[src/rtl/bram_disp_map.sv]
// Purpose: SAD block-matching disparity over the centre row of a ROWS x WIDTH stereo strip held in
//          block RAM port B.
// Latency: per column MAX_DISP*(4*(2h+1)^2 + 2) + 1 cycles (four-cycle sequential L/R read per term).
// Backpressure: the result word is held in EMIT while busy=1; wr_en_fifo fires only in a busy=0 cycle.
// Ports: clkb/reset (async active-low) | go (level start), window (h = window>>1), busy (FIFO full)
//        doutb (RAM data, 1-cycle read latency) -> enb/web/addrb (RAM port B, read-only)
//        done (frame complete, held until go=0), wr_en_fifo/din_fifo ({x, 8'd0, best_d}).
module bram_disp_map #(
  parameter int WIDTH    = 640,
  parameter int ROWS     = 7,
  parameter int MAX_DISP = 16
) (
  input  logic        clkb,
  input  logic        reset,
  input  logic        go,
  input  logic [2:0]  window,
  input  logic        busy,
  input  logic [31:0] doutb,
  output logic        enb,
  output logic [3:0]  web,
  output logic [31:0] addrb,
  output logic        done,
  output logic        wr_en_fifo,
  output logic [31:0] din_fifo
);

  localparam int                 C         = ROWS / 2;
  localparam logic signed [17:0] COL_MAX_S = 18'(WIDTH - 1);
  localparam logic        [15:0] COL_MAX_U = 16'(WIDTH - 1);

  typedef enum logic [3:0] {
    S_IDLE, S_INIT, S_DISP, S_RD_L, S_RD_R, S_GET_L, S_GET_R, S_CMP, S_EMIT, S_DONE
  } state_t;

  state_t             state_q;
  logic [1:0]         h_q;
  logic [15:0]        x_q;
  logic [7:0]         d_q;
  logic [15:0]        r_q;
  logic signed [3:0]  k_q;
  logic [13:0]        sad_q;
  logic [13:0]        bsad_q;
  logic [7:0]         bdisp_q;
  logic [7:0]         l_q;
  logic               enb_q;
  logic [31:0]        addrb_q;
  logic               done_q;
  logic [31:0]        din_q;

  // Combinational helpers
  logic signed [3:0]  h_s;
  logic signed [17:0] col_l_raw;
  logic signed [17:0] col_r_raw;
  logic [15:0]        col_l;
  logic [15:0]        col_r;
  logic [31:0]        row_base;
  logic [31:0]        addr_l_d;
  logic [31:0]        addr_r_d;
  logic [7:0]         pix_r;
  logic [7:0]         adiff;
  logic [13:0]        sad_d;
  logic               take_best;
  logic [13:0]        bsad_d;
  logic [7:0]         bdisp_d;
  logic               last_k;
  logic               last_r;
  logic               last_d;
  logic               last_x;
  logic               unused_bits;

  function automatic logic [15:0] clamp_col(input logic signed [17:0] c);
    if (c < 18'sd0) begin
      clamp_col = 16'd0;
    end else if (c > COL_MAX_S) begin
      clamp_col = COL_MAX_U;
    end else begin
      clamp_col = c[15:0];
    end
  endfunction

  assign h_s       = $signed({2'b00, h_q});
  assign col_l_raw = $signed({2'b00, x_q}) + $signed({{14{k_q[3]}}, k_q});
  assign col_r_raw = col_l_raw - $signed({10'b0, d_q});
  assign col_l     = clamp_col(col_l_raw);
  assign col_r     = clamp_col(col_r_raw);
  assign row_base  = 32'(r_q) * 32'(WIDTH);
  assign addr_l_d  = row_base + {16'b0, col_l};
  assign addr_r_d  = row_base + {16'b0, col_r};

  // L was captured into l_q a cycle earlier; R is on doutb now.
  assign pix_r = doutb[15:8];
  assign adiff = (l_q >= pix_r) ? (l_q - pix_r) : (pix_r - l_q);
  assign sad_d = sad_q + {6'b0, adiff};

  // Strict less-than keeps the lowest d on ties; d=0 always seeds the best.
  assign take_best = (d_q == 8'd0) || (sad_q < bsad_q);
  assign bsad_d    = take_best ? sad_q : bsad_q;
  assign bdisp_d   = take_best ? d_q   : bdisp_q;

  assign last_k = (k_q == h_s);
  assign last_r = (r_q == 16'(C) + {14'b0, h_q});
  assign last_d = (d_q == 8'(MAX_DISP - 1));
  assign last_x = (x_q == COL_MAX_U);

  // The upper data bits and window[0] carry no information for this engine.
  assign unused_bits = ^{window[0], doutb[31:16]};

  always_ff @(posedge clkb or negedge reset) begin
    if (!reset) begin
      state_q <= S_IDLE;
      h_q     <= 2'd0;
      x_q     <= 16'd0;
      d_q     <= 8'd0;
      r_q     <= 16'd0;
      k_q     <= 4'sd0;
      sad_q   <= 14'd0;
      bsad_q  <= 14'd0;
      bdisp_q <= 8'd0;
      l_q     <= 8'd0;
      enb_q   <= 1'b0;
      addrb_q <= 32'd0;
      done_q  <= 1'b0;
      din_q   <= 32'd0;
    end else begin
      case (state_q)
        S_IDLE: begin
          enb_q  <= 1'b0;
          done_q <= 1'b0;
          if (go) begin
            h_q     <= window[2:1];
            state_q <= S_INIT;
          end
        end
        S_INIT: begin
          x_q     <= 16'd0;
          d_q     <= 8'd0;
          state_q <= S_DISP;
        end
        S_DISP: begin
          sad_q   <= 14'd0;
          r_q     <= 16'(C) - {14'b0, h_q};
          k_q     <= -h_s;
          state_q <= S_RD_L;
        end
        S_RD_L: begin
          enb_q   <= 1'b1;
          addrb_q <= addr_l_d;
          state_q <= S_RD_R;
        end
        S_RD_R: begin
          addrb_q <= addr_r_d;
          state_q <= S_GET_L;
        end
        S_GET_L: begin
          enb_q   <= 1'b0;
          l_q     <= doutb[7:0];
          state_q <= S_GET_R;
        end
        S_GET_R: begin
          sad_q <= sad_d;
          if (last_k) begin
            k_q <= -h_s;
            if (last_r) begin
              state_q <= S_CMP;
            end else begin
              r_q     <= r_q + 16'd1;
              state_q <= S_RD_L;
            end
          end else begin
            k_q     <= k_q + 4'sd1;
            state_q <= S_RD_L;
          end
        end
        S_CMP: begin
          bsad_q  <= bsad_d;
          bdisp_q <= bdisp_d;
          if (last_d) begin
            din_q   <= {x_q, 8'd0, bdisp_d};
            state_q <= S_EMIT;
          end else begin
            d_q     <= d_q + 8'd1;
            state_q <= S_DISP;
          end
        end
        S_EMIT: begin
          if (!busy) begin
            if (last_x) begin
              done_q  <= 1'b1;
              state_q <= S_DONE;
            end else begin
              x_q     <= x_q + 16'd1;
              d_q     <= 8'd0;
              state_q <= S_DISP;
            end
          end
        end
        S_DONE: begin
          // go held high never restarts; only go=0 rearms the engine.
          if (!go) begin
            done_q  <= 1'b0;
            state_q <= S_IDLE;
          end
        end
        default: state_q <= S_IDLE;
      endcase
    end
  end

  assign enb      = enb_q;
  assign web      = 4'b0000;
  assign addrb    = addrb_q;
  assign done     = done_q;
  assign din_fifo = din_q;
  // Gated by the live busy so the strobe can never coincide with a full FIFO.
  assign wr_en_fifo = (state_q == S_EMIT) && !busy;

endmodule

[config.mk]
export PLATFORM = sky130hd
export DESIGN_NAME = bram_disp_map
export DESIGN_NICKNAME = d
export VERILOG_FILES = /design/src/rtl/bram_disp_map.sv
export SDC_FILE = /design/constraint.sdc
export NUM_CORES = 1
export LEC_CHECK = 0
export ABC_CLOCK_PERIOD_IN_PS = 12200
export BUFFER_PORTS_ARGS = -buffer_cell sky130_fd_sc_hd__buf_2
export CORE_ASPECT_RATIO = 1.4
export CORE_MARGIN = 10
export CORE_UTILIZATION = 65
export DETAILED_ROUTE_END_ITERATION = 16
export PLACE_DENSITY = 0.87
export SKIP_CTS_REPAIR_TIMING = 1
export SLEW_MARGIN = 0
export SYNTH_ARGS = -nofsm -noshare
export SYNTH_HDL_FRONTEND = slang
export SYNTH_SLANG_ARGS = --single-unit
[constraint.sdc]
create_clock -name clkb -period 12.2 [get_ports clkb]
set_input_delay 0.61 -clock clkb [delete_from_list [all_inputs] [get_ports clkb]]
set_output_delay 0.61 -clock clkb [all_outputs]
set_load 0.02 [all_outputs]
* Yosys cells after proc, flatten, opt, wreduce, memory -nomap -nowiden
Cells that the tools add are included.
** Word-level totals
- Logic and storage cells :: 109
- Register bits after elaboration :: 152
- Input port bits :: 39
- Output and inout port bits :: 71
** Operators by class
- Muxes and demuxes :: 33
- Reductions and logical operators :: 20
- Multiply operators :: 1
- Equal/unequal tests :: 21
- Order comparisons :: 6
- Add/subtract/negate cells :: 14
** Operators with widths (count)
- 16-bit two-way mux :: 8
- 16-bit one-hot mux with 2 select lines :: 2
- 32-bit one-hot mux with 2 select lines :: 1
- 26-bit by 16-bit adder with 27-bit output :: 2
- 8-bit two-way mux :: 5
- 4-bit one-hot mux with 10 select lines :: 1
- 18-bit by 11-bit greater-than comparator with 1-bit output (second input constant) :: 2
- 18-bit by 1-bit less-than comparator with 1-bit output (second input constant) :: 2
- 16-bit by 1-bit adder with 16-bit output (second input constant) :: 2
- 4-bit two-way mux :: 7
- 14-bit one-hot mux with 2 select lines :: 1
- 8-bit one-hot mux with 3 select lines :: 1
- 16-bit by 3-bit multiplier with 19-bit output (second input constant) :: 1
- 17-bit by 4-bit adder with 18-bit output :: 1
- 18-bit by 9-bit subtractor with 18-bit output :: 1
- 16-bit by 10-bit equality test with 1-bit output (second input constant) :: 1
- 16-bit by 3-bit equality test with 1-bit output :: 1
- 4-bit by 3-bit equality test with 1-bit output (second input constant) :: 4
- 2-bit inequality test (second input constant) :: 8
- 8-bit subtractor :: 2
- 14-bit by 8-bit adder with 14-bit output :: 1
- 14-bit less-than comparator :: 1
- 3-bit AND reduction :: 3
- 8-bit by 1-bit adder with 8-bit output (second input constant) :: 1
- other kinds (25) :: 36

* Depth between registers and ports, before layout
Gate-level depths: netlist of run 1.
- Word-level depth :: 7
- Mapped depth :: 33
- Depth with buffers taken out :: 32

* Worst setup path before layout of run 1
No wires, ideal clock.
- Path type :: register to register
- Start :: reg k_q[0]
- End :: reg addrb_q[25], in the netlist addrb[25]
- Path buffers :: 1
- Path slack :: 6.246 ns
- Setup time :: 0.136 ns
- Clock period less this slack :: 5.954 ns
- Cell stages (with the launch flop) :: 33
- Required time :: 12.064 ns
- Data arrival time :: 5.818 ns
- Cells stage by stage :: dfrtp_1 > ha_1 > inv_1 > fa_1 > nand2b_1 > nand2b_1 > a21oi_1 > xnor2_1 > ha_1 > and2_1 > a22o_1 > a31oi_1 > a21oi_1 > a211oi_2 > and3_1 > mux2_2 > a22oi_1 > nor4_2 > buf_4 > a211oi_1 > a211o_1 > ha_1 > a21oi_1 > o21bai_1 > a21o_1 > a21oi_1 > nor2b_1 > o21a_1 > o21a_1 > o2111a_1 > nand2_1 > o32a_1 > o21ai_0
** Between the ends
- Longest elaborated chain between the ends :: 7
- Elaborated cells on any way between the ends :: 13
- Classes of those cells :: add/sub (4); order compare (4); mux (5)
** RTL lines
- start: declaration :: line 40 : logic signed [3:0] k_q;
- start signal: assignment :: line 142 : k_q <= -h_s;
- start signal: assignment :: line 162 : k_q <= -h_s;
- start signal: assignment :: line 170 : k_q <= k_q + 4'sd1;
- 17-bit by 4-bit adder with 18-bit output * :: line 82 : assign col_l_raw = $signed({2'b00, x_q}) + $signed({{14{k_q[3]}}, k_q});
- 18-bit by 9-bit subtractor with 18-bit output :: line 83 : assign col_r_raw = col_l_raw - $signed({10'b0, d_q});
- 18-bit by 11-bit greater-than comparator with 1-bit output :: line 74 : end else if (c > COL_MAX_S) begin
- 16-bit two-way mux :: line 74
- 16-bit two-way mux :: line 72 : if (c < 18'sd0) begin
- 26-bit by 16-bit adder with 27-bit output :: line 88 : assign addr_r_d = row_base + {16'b0, col_r};
- 32-bit one-hot mux with 2 select lines * :: line 125 : case (state_q)
- end signal: assignment :: line 147 : addrb_q <= addr_l_d;
- end signal: assignment :: line 151 : addrb_q <= addr_r_d;
- end: declaration :: line 46 : logic [31:0] addrb_q;
Mark *: on every way between the ends. The rest lies on a longest branch, timed or not. The select of a mux whose other input is x is not followed.
A chain may end at the register's enable or synchronous reset.

* Final worst setup path of run 1
- Start :: reg k_q[3]
- End :: reg addrb_q[25], in the netlist addrb[25]
The elaborated chain is that of the path after synthesis.

==> results of run 1 <==
==> cell families after synthesis <==
kind of cell	after synthesis	share of synthesized area, %
other cells	1	0.0355
xor+xnor	92	7.70
simple gates	384	17.3
compound gates	283	17.4
mux	35	3.66
buf+inv	129	5.31
flops	147	34.8
fa+ha+maj	112	13.8
==> critical path, delay by kind of cell (launching register included) <==
kind                     cells  cell delay [ns]
adder cells (fa/ha/maj)      3             1.07
multiplexers                 1             0.14
AND/OR/NAND/NOR              6             1.68
AO/OA/AOI/OAI               17             3.21
XOR/XNOR                     1             0.23
flip-flops                   1             0.85
==> sequential cells by signal, indices dropped and copies added, names as in the netlist <==
register	count
addrb	27
din_fifo	24
r_q	16
x_q	16
bsad_q	14
sad_q	14
bdisp_q	8
d_q	8
l_q	8
k_q	4
state_q	4
h_q	2
done	1
enb	1
==> per-layer routing <==
metal | track usage [%] | wire, µm | vias to the layer above
li1 | - | - | 4274
met1 | 26.2 | 10000 | 4139
met2 | 38.1 | 12100 | 221
met3 | 5.79 | 1320 | 55
met4 | 8.24 | 591 | 0
met5 | 0 | 0 | -
==> report_power, final <==
group	internal [mW]	leakage [nW]	switching, mW
Sequential	0.585	1.97	0.111
Clock	0.353	0.299	0.213
Combinational	0.535	3.56	0.756
Total	1.47	5.83	1.08
==> how the worst min path moves through the flow <==
stage	startpoint	slack (ns)	end
detailed placement	din_fifo[5]	0.45	din_fifo[5]
finish	reset	0.17	l_q[7]
floorplan	reset	0.31	addrb[0]
global route	reset	0.22	l_q[5]
global placement	din_fifo[4]	0.45	din_fifo[4]
CTS	reset	0.20	l_q[7]
==> layout make-up <==
type	count	area, µm²
timing repair buffer	82	434
fill	1157	4330
clock buffer	20	457
tap	199	249
sequential	147	3680
clock inverter	12	178
inverter	79	297
multi-input combinational	929	6410
antenna	1	2.50
==> cell usage after synthesis (25+ instances only) <==
cell	instances	area share [%]
dfrtp_1	147	35
nand2_1	141	5.0
ha_1	105	12
o21ai_0	96	4.5
nor2_1	80	2.8
inv_1	78	2.8
a21oi_1	62	2.9
xnor2_1	58	4.8
nand3_1	38	1.8
xor2_1	33	2.7
clkbuf_1	28	0.99
mux2_2	26	2.8
a21o_1	25	1.8
==> results.toml, run 1 <==
[placement]
post-place-ws_ns = 5.12
hpwl_um = 17600
gp_congestion = 0.905
io_buffers = 75
dpl_cell_area_mm2 = 0.0111
dp.cells = 1436

[routing]
ant_nets = 0
drtPass1Iterations = 5
wire_per_inst_um = 16.3
drt_first_iter_violations = 623
drc_errors = 0
vias = 8689
viasPerCell = 5.91
wl_um = 24000

[clock_network]
clk_latency_ns = 0.43
cts_tree = "yes"
h-tree-depth = 4
clock_path_buffers = 2
clk_pin_slew_worst_paths_ns = 0.06
clock_sinks = 147
cts_buffers = 17
clockRootBuffer = "clkbuf_16"

[grt]
grt_max_degree = 77
grt_pass1_wl_um = 40900
antenna_found_initial = 1
grt_use_total_pct = 22.3
overflow = 0
grt_pass1_vias = 8712

[synth]
ys_types = 75
synthCells = 1183
synthArstFlopShare_pct = 100
syn_area_mm2 = 0.0106
synth_top_flop_cell = "dfrtp_1"
synth_edf_count = 0
avgSynthCellArea_um2 = 8.93
ys_seq_elements = 147
yosysSeqAreaShare_pct = 34.8
ys.warnings.count = 0

[worst_setup_path]
r2r_slack_ns = 4.86
crit_fanout = 24
reg2reg_from = "k_q[3]"
cp-start-kind = "register"
critPathRequiredTime_ns = 12.50
end_kind = "register"
crit_path_end = "addrb[25]"
cp_slowest_cell = "dfrtp_1"
rr_worst_depth = 28
critical_path_class = "register to register"
max_stage_delay_ns = 0.85
cp.arrival_ns = 7.64
crit_start = "k_q[3]"
worstReg2RegEnd = "addrb[25]"

[timing]
final-hold-violation-count = 0
setup_ws_ns = 4.86
fin_crit_ns = 7.34
fin_worst_skew_ns = 0.0100
fin_crit_sh_pct = 60.1
relSlewSlack_pct = 25.1
fmax_mhz = 136
slew_violations = 0
hold_ws_ns = 0.170
tightest_slew_ns = 1.12
finalSetupViolations = 0
tns_ns = 0
rsz0062_at_grt = "false"

[layout]
layout-area-overhead-vs-synth_pct = 10.8
final_cells = 1469
nNetsFinal = 1407
finalInstanceArea_mm2 = 0.0117
drive_gt1_share_pct = 12.6
fin_util_pct = 73.0
final_common_cell = "dfrtp_1"
layout_common_cells = "dfrtp_1 (147), nand2_1 (141), ha_1 (105)"

[power]
leakagePower_nw = 5.83
finalPower_mw = 2.55
peakVddDrop_v = 0.000137
p_per_area_mw_per_mm2 = 218

[floorplan]
ioPinCount = 110
coreArea_mm2 = 0.0160
die_x_um = 128
start_util_pct = 65.9
die_y_um = 171
die_area_mm2 = 0.0218
rows = 55

[run]
maxCapViolations = 0

[min_path]
hold_class = "input pin to asynchronous set/reset pin"

[run_status]
status = "finished, final reports clean"
Power figures use the tool's default switching activity.
==> inputs of run 2 (changes only) <==
- ABC_AREA: unset -> 1
- ABC_CLOCK_PERIOD_IN_PS: 12200 -> 5950
- CORE_UTILIZATION: 65 -> 55
- PLACE_DENSITY: 0.87 -> 0.78
- clock period: 12.2 -> 5.95 ns (I/O delays scaled with it)
==> results.toml, run 2 <==
[worst_setup_path]
r2r_slack_ns = 0.48
critical_path_class = "register to register"
cp-start-kind = "register"
worstReg2RegEnd = "addrb[23]"
rr_worst_depth = 39
cp.arrival_ns = 5.78
end_kind = "register"
critPathRequiredTime_ns = 6.27
cp_slowest_cell = "ha_1"
reg2reg_from = "k_q[0]"
crit_top_cell = "nand2_1"
max_stage_delay_ns = 0.42
crit_fanout = 8

[min_path]
min_path_cells = 2
hp-start = "doutb[7]"
hold_class = "input pin to register"
hold_end = "l_q[7]"

[floorplan]
coreArea_mm2 = 0.0204
rows = 62
die_x_um = 141
die_area_mm2 = 0.0268
die_y_um = 190
ioPinCount = 110
start_util_pct = 55.5

[layout]
layout-area-overhead-vs-synth_pct = 11.2
fillCellCount = 1890
drive_gt1_share_pct = 11.1
diodes = 0
final_common_cell = "nand2_1"
nNetsFinal = 1795
layout_common_cells = "nand2_1 (375), inv_1 (210), dfrtp_1 (146)"
largest_reg_flops = 27
finalInstanceArea_mm2 = 0.0126

[timing]
fin_worst_skew_ns = 0.0133
fmax_mhz = 183
relSlewSlack_pct = 27.0
fin_crit_ns = 5.47
fin_crit_sh_pct = 91.9
tns_ns = 0
finalSetupViolations = 0
final-hold-violation-count = 0
slew_violations = 0
setup_ws_ns = 0.484
tightest_slew_ns = 1.09

[routing]
vias = 10453
ant_nets = 0
viasPerCell = 5.46
drt_first_iter_violations = 621
wire_per_inst_um = 14.5
drc_errors = 0
drtPass1Iterations = 5
wl_um = 27800

[synth]
syn_area_mm2 = 0.0113
synth_edf_count = 0
ys_types = 52
avgSynthCellArea_um2 = 7.26
synth_top_area_share_pct = 32.5
synthCells = 1558
yosysSeqAreaShare_pct = 32.5
ys_seq_elements = 147
synth_top_flop_cell = "dfrtp_1"
ys.warnings.count = 0
synth_area_leaders = "dfrtp_1 (33%), nand2_1 (13%), ha_1 (12%)"
synth_top_cells_by_count = "nand2_1 (377), inv_1 (210), dfrtp_1 (147)"
synth.most_common_cell = "nand2_1"
synthArstFlopShare_pct = 100
synth_largest_area_cell = "dfrtp_1"

[power]
leakagePower_nw = 6.50
finalPower_mw = 5.29
p_per_area_mw_per_mm2 = 420
peakVddDrop_v = 0.000258

[grt]
met1_usage_pct = 23.8
grt_pass1_vias = 10249
met2_usage_pct = 37.0
grtUsageMet3_pct = 3.89
top_usage_layer = "met2"
grt_max_degree = 76
antenna_found_initial = 1
grt_use_total_pct = 20.6
overflow = 0
grt_pass1_wl_um = 46800

[clock_network]
cts_tree = "yes"
h-tree-depth = 4
clock_sinks = 147
clockRootBuffer = "clkbuf_16"
clk_latency_ns = 0.44
clk_pin_slew_worst_paths_ns = 0.07
cts_buffers = 17
clock_path_buffers = 2

[placement]
gp_congestion = 0.926
io_buffers = 75
hpwl_um = 21400
dpl_cell_area_mm2 = 0.0119
post-place-ws_ns = 0.0977

[run_status]
status = "finished, final reports clean"

[run]
maxCapViolations = 0
## run 2: how the worst max path moves through the flow
stage / from / to / slack, ns / depth (start not counted)
after global placement: k_q[0] / addrb[23] / 0.30 / 41
after floorplan: k_q[0] / addrb[23] / 0.85 / 41
after detailed placement: k_q[0] / addrb[23] / 0.1 / 41
after global routing: k_q[0] / addrb[23] / -0.02 / 41
final: k_q[0] / addrb[23] / 0.48 / 39
after CTS: k_q[0] / addrb[23] / 0.07 / 39
## run 2: cell families after synthesis
family	after synthesis	synth area share, %
compound gates	268	13.2
xor+xnor	55	4.26
fa+ha+maj	112	12.8
buf+inv	260	9.28
flops	147	32.5
mux	3	0.287
other cells	1	0.0331
simple gates	712	27.6
## run 2: per-stage QoR
| step | hold slack [ns] | util (%) | std cells |
|---|---|---|---|
| floorplan | 0.00191 | - | 1580 |
| global placement | 0.382 | 58.4 | 1876 |
| detailed placement | 0.379 | 58.4 | 1876 |
| CTS | -0.0801 | 61.2 | 1908 |
| global route | 0.106 | 61.7 | 1913 |
| finish | 0.0928 | 61.7 | 1913 |
## run 2: per-layer routing
layer	vias to the layer above	part of all wire, %
met1	4865	42
li1	5255	-
met4	2	2.5
met3	53	5.2
met5	-	0.043
met2	278	51
## run 2: critical path: cells and delay by family, from the launching register on
kind | cells | cell delay [ns]
adders and majority gates | 4 | 1.28
AOI/OAI and AO/OA | 4 | 0.60
and+or+nand+nor | 28 | 2.69
xor gates and xnor gates | 1 | 0.21
DFF | 1 | 0.40
buffers and inverters | 2 | 0.16
## run 2: where the power goes
part           internal, mW  switching, mW  total, mW
Sequential             1.20          0.159       1.36
Clock                 0.555          0.492       1.05
Combinational         0.993           1.88       2.88
## run 2: final cells by class
type	instances	area [µm²]	share of cell area, %
Multi-Input combinational cell	1173	6740	53.5
Sequential cell	147	3680	29.2
Inverter	220	827	6.57
Timing Repair Buffer	85	459	3.65
Clock buffer	18	429	3.41
Tap cell	256	320	2.54
Clock inverter	14	134	1.06
==> inputs of run 3 (changes only) <==
- REMOVE_ABC_BUFFERS: unset -> 1
==> results.toml, run 3 (synthesized netlist as in run 2, its figures left out) <==
[worst_setup_path]
cp_slowest_cell = "fa_1"
crit_start = "x_q[0]"
end_kind = "register"
reg2reg_from = "x_q[0]"
cp_num_buf_inv = 2
crit_family = "simple AND/OR/NAND/NOR gates"
max_stage_delay_ns = 0.40
cp-start-kind = "register"
critPathRequiredTime_ns = 6.28
crit_top_cell = "nand2_1"
cp.arrival_ns = 5.76
critical_path_class = "register to register"
crit_fanout = 8

[layout]
final_common_cell = "nand2_1"
layout-area-overhead-vs-synth_pct = 11.3
largest_reg_flops = 27
nNetsFinal = 1794
layout_common_cells = "nand2_1 (376), inv_1 (210), dfrtp_1 (145)"
fin_util_pct = 61.7
drive_gt1_share_pct = 10.8
diodes = 0

[timing]
finalSetupViolations = 0
tightest_slew_ns = 0.796
fin_crit_ns = 5.42
relSlewSlack_pct = 46.9
slew_violations = 0
final-hold-violation-count = 0
fin_crit_sh_pct = 91.1
fin_worst_skew_ns = 0.0137
setup_ws_ns = 0.528
fmax_mhz = 184
hold_ws_ns = 0.0983

[grt]
met1_usage_pct = 23.0
met2_usage_pct = 38.7
antenna_found_initial = 0
grt_pass1_wl_um = 47700
top_usage_layer = "met2"
grt_pass1_vias = 10577
overflow = 0
grt_max_degree = 87
grt_use_total_pct = 21.1
grtUsageMet3_pct = 4.34

[run]
maxCapViolations = 0

[power]
peakVddDrop_v = 0.000297
finalPower_mw = 5.33
p_per_area_mw_per_mm2 = 423
leakagePower_nw = 6.49

[floorplan]
die_y_um = 190
start_util_pct = 55.5
coreArea_mm2 = 0.0204
die_x_um = 141
ioPinCount = 110
rows = 62
die_area_mm2 = 0.0268

[min_path]
hp-start = "doutb[7]"
hold_class = "input pin to register"

[routing]
wl_um = 28400
vias = 10476
wire_per_inst_um = 14.8
drtPass1Iterations = 6
drt_first_iter_violations = 750
viasPerCell = 5.48
ant_nets = 0
drc_errors = 0

[clock_network]
clock_sinks = 147
clk_pin_slew_worst_paths_ns = 0.07
clockRootBuffer = "clkbuf_16"
clk_latency_ns = 0.43
clock_path_buffers = 2
cts_tree = "yes"
h-tree-depth = 4
cts_buffers = 17

[run_status]
status = "finished, final reports clean"

[placement]
post-place-ws_ns = 0.125
hpwl_um = 21700
io_buffers = 75
gp_congestion = 0.951
run 3: cell count changes in the layout (fill, tap and decap cells not counted), sizes merged:
cell      change
buf           -1
bufinv        +1
clkbuf        +7
clkinv        -4
clkinvlp      +4
inv           -9
run 3: power by group:
group	internal (mW)	switching, mW
clock network	0.641	0.429
registers	1.21	0.167
logic	0.991	1.89
total	2.84	2.49
run 3: per-stage QoR:
| step | cell area (µm²) | TNS [ns] | cells |
|---|---|---|---|
| 6_report | 12600 | 0 | 1911 |
| 5_1_grt | 12600 | -0.0317 | 1911 |
| 4_1_cts | 12500 | 0 | 1907 |
| 3_5_place_dp | 11900 | 0 | 1876 |
| 3_3_place_gp | 11900 | 0 | 1876 |
| 2_1_floorplan | 11200 | 0 | 1540 |
run 3: worst paths after layout:
| kind | to | slack, ns | depth (start not counted) |
|---|---|---|---|
| hold / removal | l_q[7] | 0.1 | 2 |
| hold reg to reg | addrb[17] | 0.47 | 2 |
| setup / recovery | addrb[23] | 0.53 | 41 |
| min in group asynchronous | addrb[23] | 0.50 | 2 |
| setup reg to reg | addrb[23] | 0.53 | 41 |
| max in group asynchronous | l_q[6] | 4.17 | 3 |
run 3: layout make-up:
type / instances / area (µm²)
Clock buffer: 25 / 515
Clock inverter: 6 / 68.8
Fill cell: 1878 / 7810
Inverter: 220 / 827
Multi-Input combinational cell: 1173 / 6730
Sequential cell: 147 / 3680
Tap cell: 256 / 320
Timing Repair Buffer: 84 / 452
run 3: metal layers:
layer  vias to the layer above  part of all wire, %
met4                         0                  3.3
li1                       5266                    -
met2                       276                   51
met1                      4862                   41
met3                        72                  4.6
met5                         -                    0
